[src/rtl/bnn_pkg.sv]
// bnn_pkg: shared image dimensions, flattened-size derivation and pooling FSM states.
package bnn_pkg;
  localparam int DEF_IMG_W = 28;
  localparam int DEF_IMG_H = 28;
  function automatic int out_bits(input int w, input int h);
    return (w / 2) * (h / 2);
  endfunction
  localparam int DEF_OUT_BITS = out_bits(DEF_IMG_W, DEF_IMG_H);
  typedef enum logic [1:0] {IDLE, FILL, DONE} pool_state_t;
endpackage

[src/rtl/raster_counter.sv]
// raster_counter: row/column raster position counter, column-first, wraps after the last pixel.
module raster_counter #(
  parameter int W = 28,
  parameter int H = 28
) (
  input  logic                 clock,
  input  logic                 reset,
  input  logic                 i_clr,
  input  logic                 i_inc,
  output logic [$clog2(H)-1:0] o_r,
  output logic [$clog2(W)-1:0] o_c,
  output logic                 o_last
);
  localparam int RW = $clog2(H);
  localparam int CW = $clog2(W);
  logic w_c_end;
  assign w_c_end = o_c == CW'(W - 1);
  assign o_last = w_c_end && (o_r == RW'(H - 1));
  always_ff @(posedge clock or posedge reset)
    if (reset) begin
      o_r <= '0;
      o_c <= '0;
    end else if (i_clr) begin
      o_r <= '0;
      o_c <= '0;
    end else if (i_inc) begin
      o_c <= w_c_end ? '0 : o_c + 1'b1;
      if (w_c_end) o_r <= o_last ? '0 : o_r + 1'b1;
    end
endmodule

[src/rtl/pool_flatten_layer.sv]
// pool_flatten_layer: streaming binary 2x2 OR (max) pool, flattened into one vector
// with a level done flag for the downstream classifier.
module pool_flatten_layer
  import bnn_pkg::*;
#(
  parameter int IMG_W = DEF_IMG_W,
  parameter int IMG_H = DEF_IMG_H,
  localparam int OUT_BITS = out_bits(IMG_W, IMG_H)
) (
  input  logic                clock,
  input  logic                reset,
  input  logic                en,
  input  logic                pixel_valid,
  input  logic                pixel_in,
  output logic                pixel_ready,
  output logic [OUT_BITS-1:0] data_out,
  output logic                layer_2_done
);
  localparam int RW = $clog2(IMG_H);
  localparam int CW = $clog2(IMG_W);
  localparam int LW = $clog2(IMG_W / 2 + 1);
  localparam int IW = $clog2(OUT_BITS + 1);
  pool_state_t        r_state;
  logic               r_pend;
  logic [IMG_W/2-1:0] r_linebuf;
  logic [RW-1:0]      w_r;
  logic [CW-1:0]      w_c;
  logic               w_last, w_acc, w_clr;
  logic [LW-1:0]      w_lb;
  logic [IW-1:0]      w_idx;
  assign pixel_ready = r_state == FILL;
  // en gating makes an abort edge refuse the pixel on offer
  assign w_acc = pixel_ready && pixel_valid && en;
  assign w_clr = (r_state == IDLE && en) || (r_state == FILL && !en);
  assign w_lb = LW'(w_c >> 1);
  assign w_idx = IW'(w_r >> 1) * IW'(IMG_W / 2) + IW'(w_lb);
  raster_counter #(.W(IMG_W), .H(IMG_H)) u_cnt (
    .clock (clock),
    .reset (reset),
    .i_clr (w_clr),
    .i_inc (w_acc),
    .o_r   (w_r),
    .o_c   (w_c),
    .o_last(w_last)
  );
  always_ff @(posedge clock or posedge reset)
    if (reset) begin
      r_state      <= IDLE;
      r_pend       <= 1'b0;
      r_linebuf    <= '0;
      data_out     <= '0;
      layer_2_done <= 1'b0;
    end else begin
      case (r_state)
        IDLE: if (en) begin
          r_state   <= FILL;
          r_pend    <= 1'b0;
          r_linebuf <= '0;
          data_out  <= '0;
        end
        FILL: if (!en) begin
          r_state  <= IDLE;
          data_out <= '0;
        end else if (w_acc) begin
          // left pixel of a pair waits in pend; top pair result waits in the line buffer
          if (!w_c[0]) r_pend <= pixel_in;
          else if (!w_r[0]) r_linebuf[w_lb] <= r_pend | pixel_in;
          else data_out[w_idx] <= r_linebuf[w_lb] | r_pend | pixel_in;
          if (w_last) begin
            r_state      <= DONE;
            layer_2_done <= 1'b1;
          end
        end
        DONE: if (!en) begin
          r_state      <= IDLE;
          layer_2_done <= 1'b0;
        end
        default: r_state <= IDLE;
      endcase
    end
endmodule

[config.mk]
export PLATFORM = sky130hd
export DESIGN_NAME = pool_flatten_layer
export DESIGN_NICKNAME = d
export VERILOG_FILES = /design/src/rtl/bnn_pkg.sv /design/src/rtl/raster_counter.sv /design/src/rtl/pool_flatten_layer.sv
export SDC_FILE = /design/constraint.sdc
export NUM_CORES = 1
export LEC_CHECK = 0
export ABC_CLOCK_PERIOD_IN_PS = 11200
export CAP_MARGIN = 10
export CORE_MARGIN = 1.5
export CORE_UTILIZATION = 54
export CTS_BUF_LIST = sky130_fd_sc_hd__clkbuf_8
export DETAILED_ROUTE_END_ITERATION = 7
export PLACE_DENSITY = 0.82
export SYNTH_ARGS = -nofsm -noshare
export SYNTH_HDL_FRONTEND = slang
export SYNTH_SLANG_ARGS = --single-unit
[constraint.sdc]
create_clock -name clock -period 11.2 [get_ports clock]
set_clock_uncertainty 0.2 [all_clocks]
set_input_delay 2.24 -clock clock [delete_from_list [all_inputs] [get_ports clock]]
set_output_delay 2.24 -clock clock [all_outputs]
set_load 0.02 [all_outputs]
==> impl_metrics.toml, run 1 <==
[synthesis]
synth_cell_types = 64
syn_area_um2 = 10730
ys_seq_area_frac = 0.5222
synth_cells = 1055
synth_ff_type = "dfrtp_1"
syn_nets = 1078
async_flop_share = 1.000
synth.avg_cell_area_um2 = 10.17
synth_edf_count = 0
ys.warnings.count = 0
ys_ff_latch = 224

[route]
dr_total_vias = 9774
final_antenna_net_count = 0
wl_um = 32470
drt-initial-drc-count = 1092
drcViolationCount = 0
drtPass1Iterations = 5
wire_per_inst_um = 21.76
routed_via_density = 6.551

[timing]
drv_slew = 0
fin_setup_tns_ps = 0
hold_violations = 0
final.min_clock_period_ps = 5470
setup_viol = 0
tightestPinTransition_ps = 1175
rsz0062_at_grt = "false"
max_freq_mhz = 182.8
fin_crit_sh = 0.4884
relSlewSlack = 0.2096

[cells_and_area]
nets = 1226
area_growth_pct = 25.45
multi_input_area_um2 = 4646
final_core_util = 0.6919
seqCellArea_um2 = 5605
drive_above_1_share = 0.07416
diodes = 0
fillers = 1462

[clock_tree]
cts_root_buffer = "clkbuf_8"
cts.sinks = 224
hold_buffers = 0
h-tree-depth = 2
max-clock-path-buffers = 3
cts_made_buffers = 37
clk_latency_ps = 530
cts_setup_buffers = 0
cts_resized = 0
clk_pin_slew_ps = 60
cts_tree = "yes"

[worst_setup_path]
worstSetupStartpointType = "input pin"
crit_required_ps = 11430
path_class = "input pin to register"
worst-path-max-fanout = 105
arrival_ps = 5700
endpoint_kind = "register"

[grt]
grtUsageMet1 = 0.4434
grt.busiest_layer = "met2"
grt_pass1_vias = 9210
grt_usage = 0.3156
grt.met3_usage = 0.05795
antenna_found_initial = 0
grt_use_met2 = 0.4785
grt_overflow = 0
grt_max_degree = 148
grt_pass1_wl_um = 50810

[place]
dp_hpwl_um = 21440
port_buffers = 202
routabilityCongestion = 0.8873

[die]
dieArea_um2 = 20730
die_h_um = 144.0
start_util = 0.5515
core_um2 = 19460
ioPinCount = 203
die_x_um = 144.0
fp-row-count = 51

[run]
max_cap_violations = 0

[power]
power_density_nw_per_um2 = 129.3
power_mw = 1.741
irDropWorstVdd_uv = 72.58
leakage_nw = 5.468

[hold_path]
hold_class = "register to register"

[outcome]
status = "finished, final reports clean"
## kinds of logic (layout without fill, tap and decap cells)
kind of cell,count (synthesis),after routing,share of synthesized area
adders and majority gates,18,18,0.02448
xor gates and xnor gates,8,8,0.006528
DFF,224,224,0.5222
AOI/OAI and AO/OA,384,384,0.2602
muxes,6,6,0.009092
and+or+nand+nor,302,302,0.1310
buffers and inverters,113,285,0.04651
## cells in the final DEF (no fill, tap or decap), types with 8 or more instances in the layout
| master | instances |
|---|---|
| nor4_1 | 11 |
| a32o_1 | 87 |
| o21ai_0 | 101 |
| nor2_1 | 53 |
| nor3_1 | 14 |
| o311ai_0 | 14 |
| inv_1 | 22 |
| o211ai_1 | 81 |
| o21ai_1 | 38 |
| dfrtp_1 | 224 |
| o211ai_2 | 8 |
| ha_1 | 13 |
| nand3_1 | 58 |
| nand2_1 | 116 |
| clkdlybuf4s50_1 | 202 |
| a21oi_1 | 20 |
| clkbuf_8 | 46 |
## final timing paths
| check | from | to | slack, ps | depth (start not counted) |
|---|---|---|---|---|
| setup / recovery | en | u_cnt.o_r[3] | 5730 | 7 |
| hold / removal | r_linebuf[13] | r_linebuf[13] | 300 | 2 |
| setup reg to reg | u_cnt.o_r[3] | data_out[171] | 6360 | 11 |
| hold reg to reg | r_linebuf[13] | r_linebuf[13] | 300 | 2 |
| max in group asynchronous | reset | data_out[167] | 7000 | 3 |
| min in group asynchronous | reset | data_out[122] | 2120 | 2 |
## critical path, stage by stage
cell,delay (ps)
clkdlybuf4s50_1,650
xor2_1,180
nand2_4,720
buf_4,910
o21ai_0,340
or2_2,410
o31ai_1,250
## area by class of cell
| class | instances | share of cell area |
|---|---|---|
| Clock inverter | 17 | 0.009385 |
| Clock buffer | 46 | 0.04702 |
| Multi-Input combinational cell | 718 | 0.3450 |
| Timing Repair Buffer | 207 | 0.1529 |
| Inverter | 15 | 0.004739 |
| Sequential cell | 224 | 0.4163 |
| Tap cell | 265 | 0.02462 |
## cell usage after synthesis (all sizes together) (4+ instances only)
cell / n / area share
dfrtp: 224 / 0.52
o21ai: 139 / 0.065
nand2: 119 / 0.043
o211ai: 89 / 0.066
a32o: 87 / 0.081
clkbuf: 69 / 0.024
nand3: 59 / 0.028
nor2: 54 / 0.019
buf: 29 / 0.017
a21oi: 24 / 0.013
inv: 15 / 0.0052
nor3: 15 / 0.0070
o311ai: 15 / 0.012
ha: 13 / 0.015
nor4: 11 / 0.0064
nand2b: 7 / 0.0041
nor2b: 7 / 0.0041
o22ai: 6 / 0.0035
fa: 5 / 0.0093
or2: 5 / 0.0029
xnor2: 5 / 0.0041
a31oi: 4 / 0.0023
and2: 4 / 0.0023
o31ai: 4 / 0.0033
or3: 4 / 0.0023
## sequential cells by signal (all words and copies together) (netlist names)
signal        cells
layer_2_done      1
data_out        196
r_pend            1
r_state           2
u_cnt.o_r         5
r_linebuf        14
u_cnt.o_c         5
## per-layer routing
metal	vias to the layer above	wire length, um
met5	-	0
met4	0	1428
met3	114	3381
met2	635	14640
met1	4745	13030
li1	4280	-
## power breakdown
group / internal, mW / switching [mW] / total [mW] / leakage, nW
Combinational: 0.0286 / 0.150 / 0.179 / 1.91
Sequential: 0.813 / 0.00511 / 0.818 / 3.13
Clock: 0.416 / 0.328 / 0.744 / 0.432
Total: 1.26 / 0.483 / 1.74 / 5.47
## stage by stage
stage	hold slack [ps]	cell area [um^2]	cells	setup WS, ps
detailed placement	283.4	12710	1429	5215
finish	300.9	13470	1492	5730
global placement	278.5	12710	1429	5280
CTS	297.8	13470	1492	5770
floorplan	262.2	10730	1055	2626
global route	327.8	13470	1492	5399
Note: power is estimated with default switching activity, not from simulation.
==> run 2: changes to the inputs <==
--- a/config.mk
+++ b/config.mk
@@ -5,13 +5,13 @@
 export SDC_FILE = /design/constraint.sdc
 export NUM_CORES = 1
 export LEC_CHECK = 0
-export ABC_CLOCK_PERIOD_IN_PS = 11200
+export ABC_CLOCK_PERIOD_IN_PS = 4430
 export CAP_MARGIN = 10
 export CORE_MARGIN = 1.5
-export CORE_UTILIZATION = 54
+export CORE_UTILIZATION = 49
 export CTS_BUF_LIST = sky130_fd_sc_hd__clkbuf_8
 export DETAILED_ROUTE_END_ITERATION = 7
-export PLACE_DENSITY = 0.82
+export PLACE_DENSITY = 0.79
 export SYNTH_ARGS = -nofsm -noshare
 export SYNTH_HDL_FRONTEND = slang
 export SYNTH_SLANG_ARGS = --single-unit
==> constraint.sdc (replaced) <==
create_clock -name clock -period 4.43 [get_ports clock]
set_clock_uncertainty 0.2 [all_clocks]
set_input_delay 0.886 -clock clock [delete_from_list [all_inputs] [get_ports clock]]
set_output_delay 0.886 -clock clock [all_outputs]
set_load 0.02 [all_outputs]
==> impl_metrics.toml, run 2 (synthesis results as in run 1) <==
[outcome]
status = "finished, final reports clean"

[clock_tree]
clk_pin_slew_ps = 60
cts_root_buffer = "clkbuf_8"
cts_made_buffers = 37
clk_latency_ps = 530
max-clock-path-buffers = 3
cts.sinks = 224
h-tree-depth = 2
cts_setup_buffers = 0
cts_tree = "yes"

[timing]
max_freq_mhz = 236.8
relSlewSlack = 0.3369
final.min_clock_period_ps = 4223
fin_crit_sh = 0.9532
setup_viol = 0
hold_violations = 0
layout_setup_ws_ps = 207.3
tightestPinTransition_ps = 987.5
rsz0062_at_grt = "false"
drv_slew = 0
fin_setup_tns_ps = 0

[cells_and_area]
layout_common_cells = "dfrtp_1 (224), clkdlybuf4s50_1 (202), nand2_1 (116)"
diodes = 0
reg_top3 = "data_out (196), r_linebuf (14)"
drive_above_1_share = 0.1024
nets = 1272
largest_reg_flops = 196
area_growth_pct = 28.55
layout_commonest_cell = "dfrtp_1"
fillers = 1679
regMostFlops = "data_out"

[worst_setup_path]
worstSetupStartpointType = "register"
path_class = "register to register"
worstReg2RegEnd = "data_out[75]"
crit_required_ps = 4640
r2r_slack_ps = 210
worst-path-max-fanout = 12
reg2reg_from = "u_cnt.o_r[2]"
rr_worst_depth = 10
endpoint_kind = "register"
arrival_ps = 4440

[die]
fp-row-count = 53
core_um2 = 21290
dieArea_um2 = 22800
die_h_um = 151.0
start_util = 0.5043
die_x_um = 151.0
ioPinCount = 203

[hold_path]
hold_class = "register to register"
whs_path_depth = 2
worstHoldStart = "r_linebuf[13]"
holdPathEnd = "r_linebuf[13]"

[grt]
grt_usage = 0.2928
grt_pass1_vias = 9259
grt_use_met2 = 0.4525
grt.met3_usage = 0.05301
antenna_found_initial = 0
grt.busiest_layer = "met2"
grt_max_degree = 117
grt_overflow = 0
grtUsageMet1 = 0.4219
grt_pass1_wl_um = 51980

[place]
dp_hpwl_um = 22540
routabilityCongestion = 0.8868
port_buffers = 202
post-place-ws_ps = 265.5

[route]
drcViolationCount = 0
drtPass1Iterations = 6
wire_per_inst_um = 21.28
final_antenna_net_count = 0
drt-initial-drc-count = 813
routed_via_density = 6.346
wl_um = 32880
dr_total_vias = 9805

[power]
leakage_nw = 5.673
power_density_nw_per_um2 = 311.2
irDropWorstVdd_uv = 159.8

[run]
max_cap_violations = 0
-- run 2: final cells by class --
class,instances,area [um^2],share of cell area
Sequential cell,224,5605,0.4062
Multi-Input combinational cell,718,4653,0.3372
Timing Repair Buffer,253,2455,0.1779
Clock buffer,42,578.1,0.04189
Tap cell,275,344.1,0.02494
Clock inverter,18,102.6,0.007436
Inverter,15,60.06,0.004353
-- run 2: worst max path at each step --
stage	start	endpoint	slack, ps
2_1_floorplan	reset	data_out[0]	420
5_1_grt	u_cnt.o_r[2]	data_out[75]	8
3_3_place_gp	u_cnt.o_r[3]	data_out[67]	380
4_1_cts	u_cnt.o_r[2]	data_out[69]	260
6_report	u_cnt.o_r[2]	data_out[75]	210
3_5_place_dp	u_cnt.o_r[2]	data_out[75]	270
-- run 2: worst max-delay path, stage by stage, from the launching register on --
cell	delay, ps
dfrtp_1	490
inv_1	140
fa_1	520
inv_1	40
ha_1	300
ha_1	340
xnor2_1	810
nand4_1	380
nor2_1	480
nand3_1	140
a32o_1	280
-- run 2: metrics by stage --
step	hold slack, ps	util	std cells	area (um^2)	total power [mW]
2_1_floorplan	262.2	-	1055	10740	2.427
3_3_place_gp	276.8	0.6159	1485	13110	2.602
3_5_place_dp	288.3	0.6159	1485	13110	2.610
4_1_cts	299.8	0.6479	1545	13790	4.308
5_1_grt	336.6	0.6482	1545	13800	4.475
6_report	298.0	0.6482	1545	13800	4.294
-- run 2: metal layers --
layer	part of all wire	routed length, um	vias up
met4	0.021	695	0
met3	0.10	3318	55
met2	0.46	15250	537
met5	0	0	-
met1	0.41	13620	4857
li1	-	-	4356
-- run 2: timing repair --
item                                    in CTS  in global routing
hold buffers                                 0                  0
resized for setup                            0                  1
endpoints found under the setup margin       0                 21
-- run 2: power by group --
| group | switching, mW | total, mW | internal (mW) |
|---|---|---|---|
| Sequential | 0.0143 | 2.07 | 2.06 |
| Clock | 0.793 | 1.71 | 0.918 |
| Combinational | 0.393 | 0.514 | 0.121 |
==> run 3: changes to the inputs <==
--- a/config.mk
+++ b/config.mk
@@ -5,10 +5,11 @@
 export SDC_FILE = /design/constraint.sdc
 export NUM_CORES = 1
 export LEC_CHECK = 0
+export ABC_AREA = 1
 export ABC_CLOCK_PERIOD_IN_PS = 4430
 export CAP_MARGIN = 10
 export CORE_MARGIN = 1.5
-export CORE_UTILIZATION = 49
+export CORE_UTILIZATION = 51
 export CTS_BUF_LIST = sky130_fd_sc_hd__clkbuf_8
 export DETAILED_ROUTE_END_ITERATION = 7
 export PLACE_DENSITY = 0.79
==> impl_metrics.toml, run 3 <==
[timing]
whs_ps = 271.2
fin_setup_tns_ps = 0
drv_slew = 0
fin_crit_sh = 0.9001
final.min_clock_period_ps = 3987
max_freq_mhz = 250.8
setup_viol = 0
relSlewSlack = 0.3631
rsz0062_at_grt = "false"
hold_violations = 0
tightestPinTransition_ps = 953.3

[route]
wl_um = 41600
dr_total_vias = 13825
wire_per_inst_um = 16.42
routed_via_density = 5.458
drcViolationCount = 0
drt-initial-drc-count = 1412
final_antenna_net_count = 0
drtPass1Iterations = 5

[outcome]
status = "finished, final reports clean"

[worst_setup_path]
crit_required_ps = 4670
worstReg2RegEnd = "data_out[195]"
r2r_slack_ps = 440
rr_worst_depth = 20
reg2reg_from = "u_cnt.o_r[2]"
worst-path-max-fanout = 39
endpoint_kind = "register"
critical_path.max_stage_delay_ps = 510
cp-endpoint = "data_out[195]"
arrival_ps = 4230
crit_path_frequent_cell = "nand2_1"
worstSetupStartpointType = "register"
crit_path_start = "u_cnt.o_r[2]"
worst_path_max_delay_cell = "fa_1"
path_class = "register to register"
cp_cell_sequence = "inv_1 -> fa_1 -> inv_1 -> ha_1 -> fa_1 -> inv_1 -> nand2_1 -> nand2_1 -> inv_1 -> nand3_1 -> inv_1 -> nand2_1 -> nand2_4 -> nor2_1 -> buf_4 -> nand3_1 -> nand2_1 -> nand2_1 -> nand2_1 -> nand2_1"

[cells_and_area]
nets = 2193
drive_above_1_share = 0.06233
reg_top3 = "data_out (196), r_linebuf (14)"
area_growth_pct = 24.44
diodes = 0
fillers = 2297
multi_input_area_um2 = 6260
largest_reg_flops = 196
layout_common_cells = "nand2_1 (1051), inv_1 (256), dfrtp_1 (224)"
seqCellArea_um2 = 5605
layout_commonest_cell = "nand2_1"
regMostFlops = "data_out"

[clock_tree]
h-tree-depth = 2
cts.sinks = 224
cts_made_buffers = 39
clk_pin_slew_ps = 60
cts_resized = 0
hold_buffers = 0
clk_latency_ps = 530
cts_setup_buffers = 0
max-clock-path-buffers = 3
cts_root_buffer = "clkbuf_8"
cts_tree = "yes"

[power]
power_density_nw_per_um2 = 490.2
irDropWorstVdd_uv = 459.9
leakage_nw = 10.05

[synthesis]
synth.most_common_cell = "nand2_1"
synthTopCellsByCount = "nand2_1 (1055), inv_1 (245), dfrtp_1 (224)"
synth_area_leaders = "dfrtp_1 (42%), nand2_1 (30%), nand4_1 (8.4%)"
syn_nets = 2048
synth_cell_types = 32
async_flop_share = 1.000
synth_top_area_frac = 0.4202
ys.warnings.count = 0
ys_ff_latch = 224
synth_top_area_cell = "dfrtp_1"
synth_cells = 2025
ys_seq_area_frac = 0.4202
syn_area_um2 = 13340
synth.avg_cell_area_um2 = 6.587
synth_ff_type = "dfrtp_1"
synth_edf_count = 0

[die]
dieArea_um2 = 27130
core_um2 = 25840
ioPinCount = 203
fp-row-count = 59
die_x_um = 164.7
start_util = 0.5163
die_h_um = 164.7

[hold_path]
hold_class = "register to register"
whs_path_depth = 2

[grt]
grt_overflow = 0
grt_max_degree = 87
grt_pass1_vias = 12802
grt_pass1_wl_um = 66210
grt_usage = 0.3091
antenna_found_initial = 0

[place]
dp_hpwl_um = 26370
routabilityCongestion = 0.8754
port_buffers = 202

[run]
max_cap_violations = 0
[run 3: cell count changes after synthesis, sizes merged, moves of 77 or more]
cell	change
nand2	+937
inv	+234
nand4	+177
o21ai	-115
o211ai	-88
a32o	-77
[run 3: worst min path at each step]
stage,start,endpoint,slack (ps)
2_1_floorplan,r_linebuf[0],r_linebuf[0],270
3_3_place_gp,data_out[5],data_out[5],250
3_5_place_dp,data_out[120],data_out[120],260
4_1_cts,data_out[120],data_out[120],270
5_1_grt,data_out[31],data_out[31],290
6_report,data_out[120],data_out[120],270
[run 3: power breakdown]
part	total, mW	leakage (nW)	internal, mW	switching (mW)
Combinational	3.97	6.46	1.06	2.91
Clock	1.99	0.474	1.14	0.858
Sequential	2.17	3.12	2.10	0.0698
[run 3: logic make-up (layout without fill, tap and decap cells)]
family / after synthesis / after routing / synth area share
DFF: 224 / 224 / 0.4202
and+or+nand+nor: 1326 / 1326 / 0.4117
buffers and inverters: 396 / 569 / 0.1187
xor gates and xnor gates: 2 / 2 / 0.001313
adders and majority gates: 18 / 18 / 0.01970
AOI/OAI and AO/OA: 59 / 59 / 0.02833
[run 3: final cells by class]
type / instances / area share
Inverter: 250 / 0.05676
Clock buffer: 54 / 0.04477
Tap cell: 335 / 0.02525
Clock inverter: 15 / 0.005125
Multi-Input combinational cell: 1405 / 0.3771
Sequential cell: 224 / 0.3377
Timing Repair Buffer: 250 / 0.1533
[run 3: critical path, delay by kind of cell, from the launching register on]
| family | cells | cell delay [ps] |
|---|---|---|
| DFF | 1 | 480 |
| adders and majority gates | 3 | 1140 |
| and+or+nand+nor | 11 | 1370 |
| buffers and inverters | 6 | 700 |
[run 3: per-layer routing]
metal | vias to the layer above | wire length [um] | track usage | part of all wire
li1 | 6560 | - | - | -
met1 | 6546 | 17080 | 0.4153 | 0.41
met2 | 605 | 19440 | 0.4962 | 0.47
met3 | 114 | 3453 | 0.04947 | 0.083
met4 | 0 | 1635 | 0.1310 | 0.039
met5 | - | 0 | 0 | 0
[run 3: stage by stage]
stage / cell area (um^2) / setup slack, ps / cells / utilization / total power [mW]
2_1_floorplan: 13340 / 420.0 / 2025 / - / 4.885
3_3_place_gp: 15770 / 554.7 / 2464 / 0.6104 / 5.986
3_5_place_dp: 15770 / 479.7 / 2464 / 0.6104 / 6.072
4_1_cts: 16600 / 464.8 / 2533 / 0.6425 / 8.089
5_1_grt: 16600 / 128.0 / 2533 / 0.6425 / 8.647
6_report: 16600 / 442.6 / 2533 / 0.6425 / 8.137
==> RTL edit, RTL diff (settings of run 3) <==
Change the package constant `DEF_IMG_W` from 28 to 56.
--- a/src/rtl/bnn_pkg.sv
+++ b/src/rtl/bnn_pkg.sv
@@ -1,6 +1,6 @@
 // bnn_pkg: shared image dimensions, flattened-size derivation and pooling FSM states.
 package bnn_pkg;
-  localparam int DEF_IMG_W = 28;
+  localparam int DEF_IMG_W = 56;
   localparam int DEF_IMG_H = 28;
   function automatic int out_bits(input int w, input int h);
     return (w / 2) * (h / 2);
Ports: changed (resized data_out); port bits go from 203 to 399. The function was not compared with the original's and may differ.
==> RTL edit against run 3 <==
  * Clock power increased by 87%
  * Cell area up 88%
  * Sequential power is 85% higher
  * Area after synthesis is 87% higher
  * Worst setup slack lost 110 ps
  * Worst hold slack worse by 4.8 ps
  * Non-clock buffer count is 229 higher
  * Sequential cell count up 211
  * Synthesized cell count grew 87%
  * Total power is 14% higher
  * Wire length increased by 100%
  * Critical path type unchanged
  * Largest power group is now registers
==> RTL edit: results (changes against run 3) <==
Parameter                              Value

Global route
  Pin count of the biggest net entering global routing    208 (+140%)
  First-pass GRT wire length    133000 µm (+100%)
  Antenna violations before repair    1 (+1)
  Via count of the first global-routing pass    23516 (+84%)
  Total routing resource utilization after global routing    33.4% (+2.5 points)

Detailed routing
  Average detailed-routed wire length per instance    17.9 µm (+8.9%)
  Detailed-route vias per instance    5.47 (+0.30%)

Clock network
  Number of H-tree levels    3 (+1)
  Skew-Pair Late Insertion Delay    680 ps (+150 ps)

Synthesis
  Share of the synthesized netlist area taken by xor and xnor gates    0.0351% (-0.096 points)
  Compound-gate portion of the synthesized area    2.93% (+0.092 points)
  Most instantiated cells after synthesis    sky130_fd_sc_hd__nand2_1 (2016), sky130_fd_sc_hd__inv_1 (440), sky130_fd_sc_hd__dfrtp_1 (435), sky130_fd_sc_hd__nand4_1 (227), sky130_fd_sc_hd__nand3_1 (175)
  Post-Synthesis Net Count    3816 (+86%)
  Most area-consuming cells after synthesis    sky130_fd_sc_hd__dfrtp_1 (44%), sky130_fd_sc_hd__nand2_1 (30%), sky130_fd_sc_hd__inv_1 (6.6%), sky130_fd_sc_hd__nand4_1 (5.7%), sky130_fd_sc_hd__nand3_1 (3.5%)

Pwr
  Sw power    0.00303 W (-21%)
  Largest vdd supply drop    0.236 mV (-49%)

Place
  Total placed instance area    0.0297 mm² (+89%)
  Gpl congestion    0.833 (-4.9%)
  Number of placed cells counting well taps    4607 (+87%)
  Number of I/O port buffers    398 (+97%)
  Pre-CTS setup slack    347 ps (-133 ps)

Hold path
  Worst Min Path Start    data_out[358]

Timing
  Worst hold-check slack    266 ps (-4.77 ps)
  Slew margin rel.    24.0% (-12 points)

Critical path
  Critical path arrival    4450 ps (+220 ps)
  Peak per-stage delay on the critical path    540 ps (+30 ps)
  FF-to-FF Start    u_cnt.o_r[3]
  Length in cells of the worst reg-to-reg path    17 (-15%)
  Worst Path Max Fanout    45 (+15%)

Status
  Run status    finished, final reports clean

Cells and area
  Total Nets Final    4099 (+87%)
  Non-filler cells in the finished layout    4743 (+87%)
RTL edit: power by group through the flow:
stage          registers, W  logic (W)  clock network (W)
2_1_floorplan       0.00409   0.000937                  0
3_3_place_gp        0.00408    0.00152                  0
3_5_place_dp        0.00408    0.00153                  0
4_1_cts             0.00401    0.00154            0.00376
5_1_grt             0.00401    0.00168            0.00393
6_report            0.00401    0.00157            0.00372
RTL edit: layer usage:
metal,vias up,wire (µm),track usage [%]
li1,12225,-,-
met1,12105,34900,46.7
met2,1417,37500,49.4
met3,217,8560,7.53
met4,0,3830,15.4
met5,-,0,0
RTL edit: timing repair:
item / in CTS / in global routing
endpoints found under the setup margin: 0 / 10
resized for setup: 0 / 3
hold buffers: 0 / 0
RTL edit: layout make-up:
cell class / instances / area share, %
tap: 615 / 2.46
sequential: 435 / 34.8
clock buffer: 96 / 4.23
inverter: 444 / 5.37
timing repair buffer: 479 / 15.9
clock inverter: 37 / 0.532
antenna: 1 / 0.00800
multi-input combinational: 2636 / 36.6
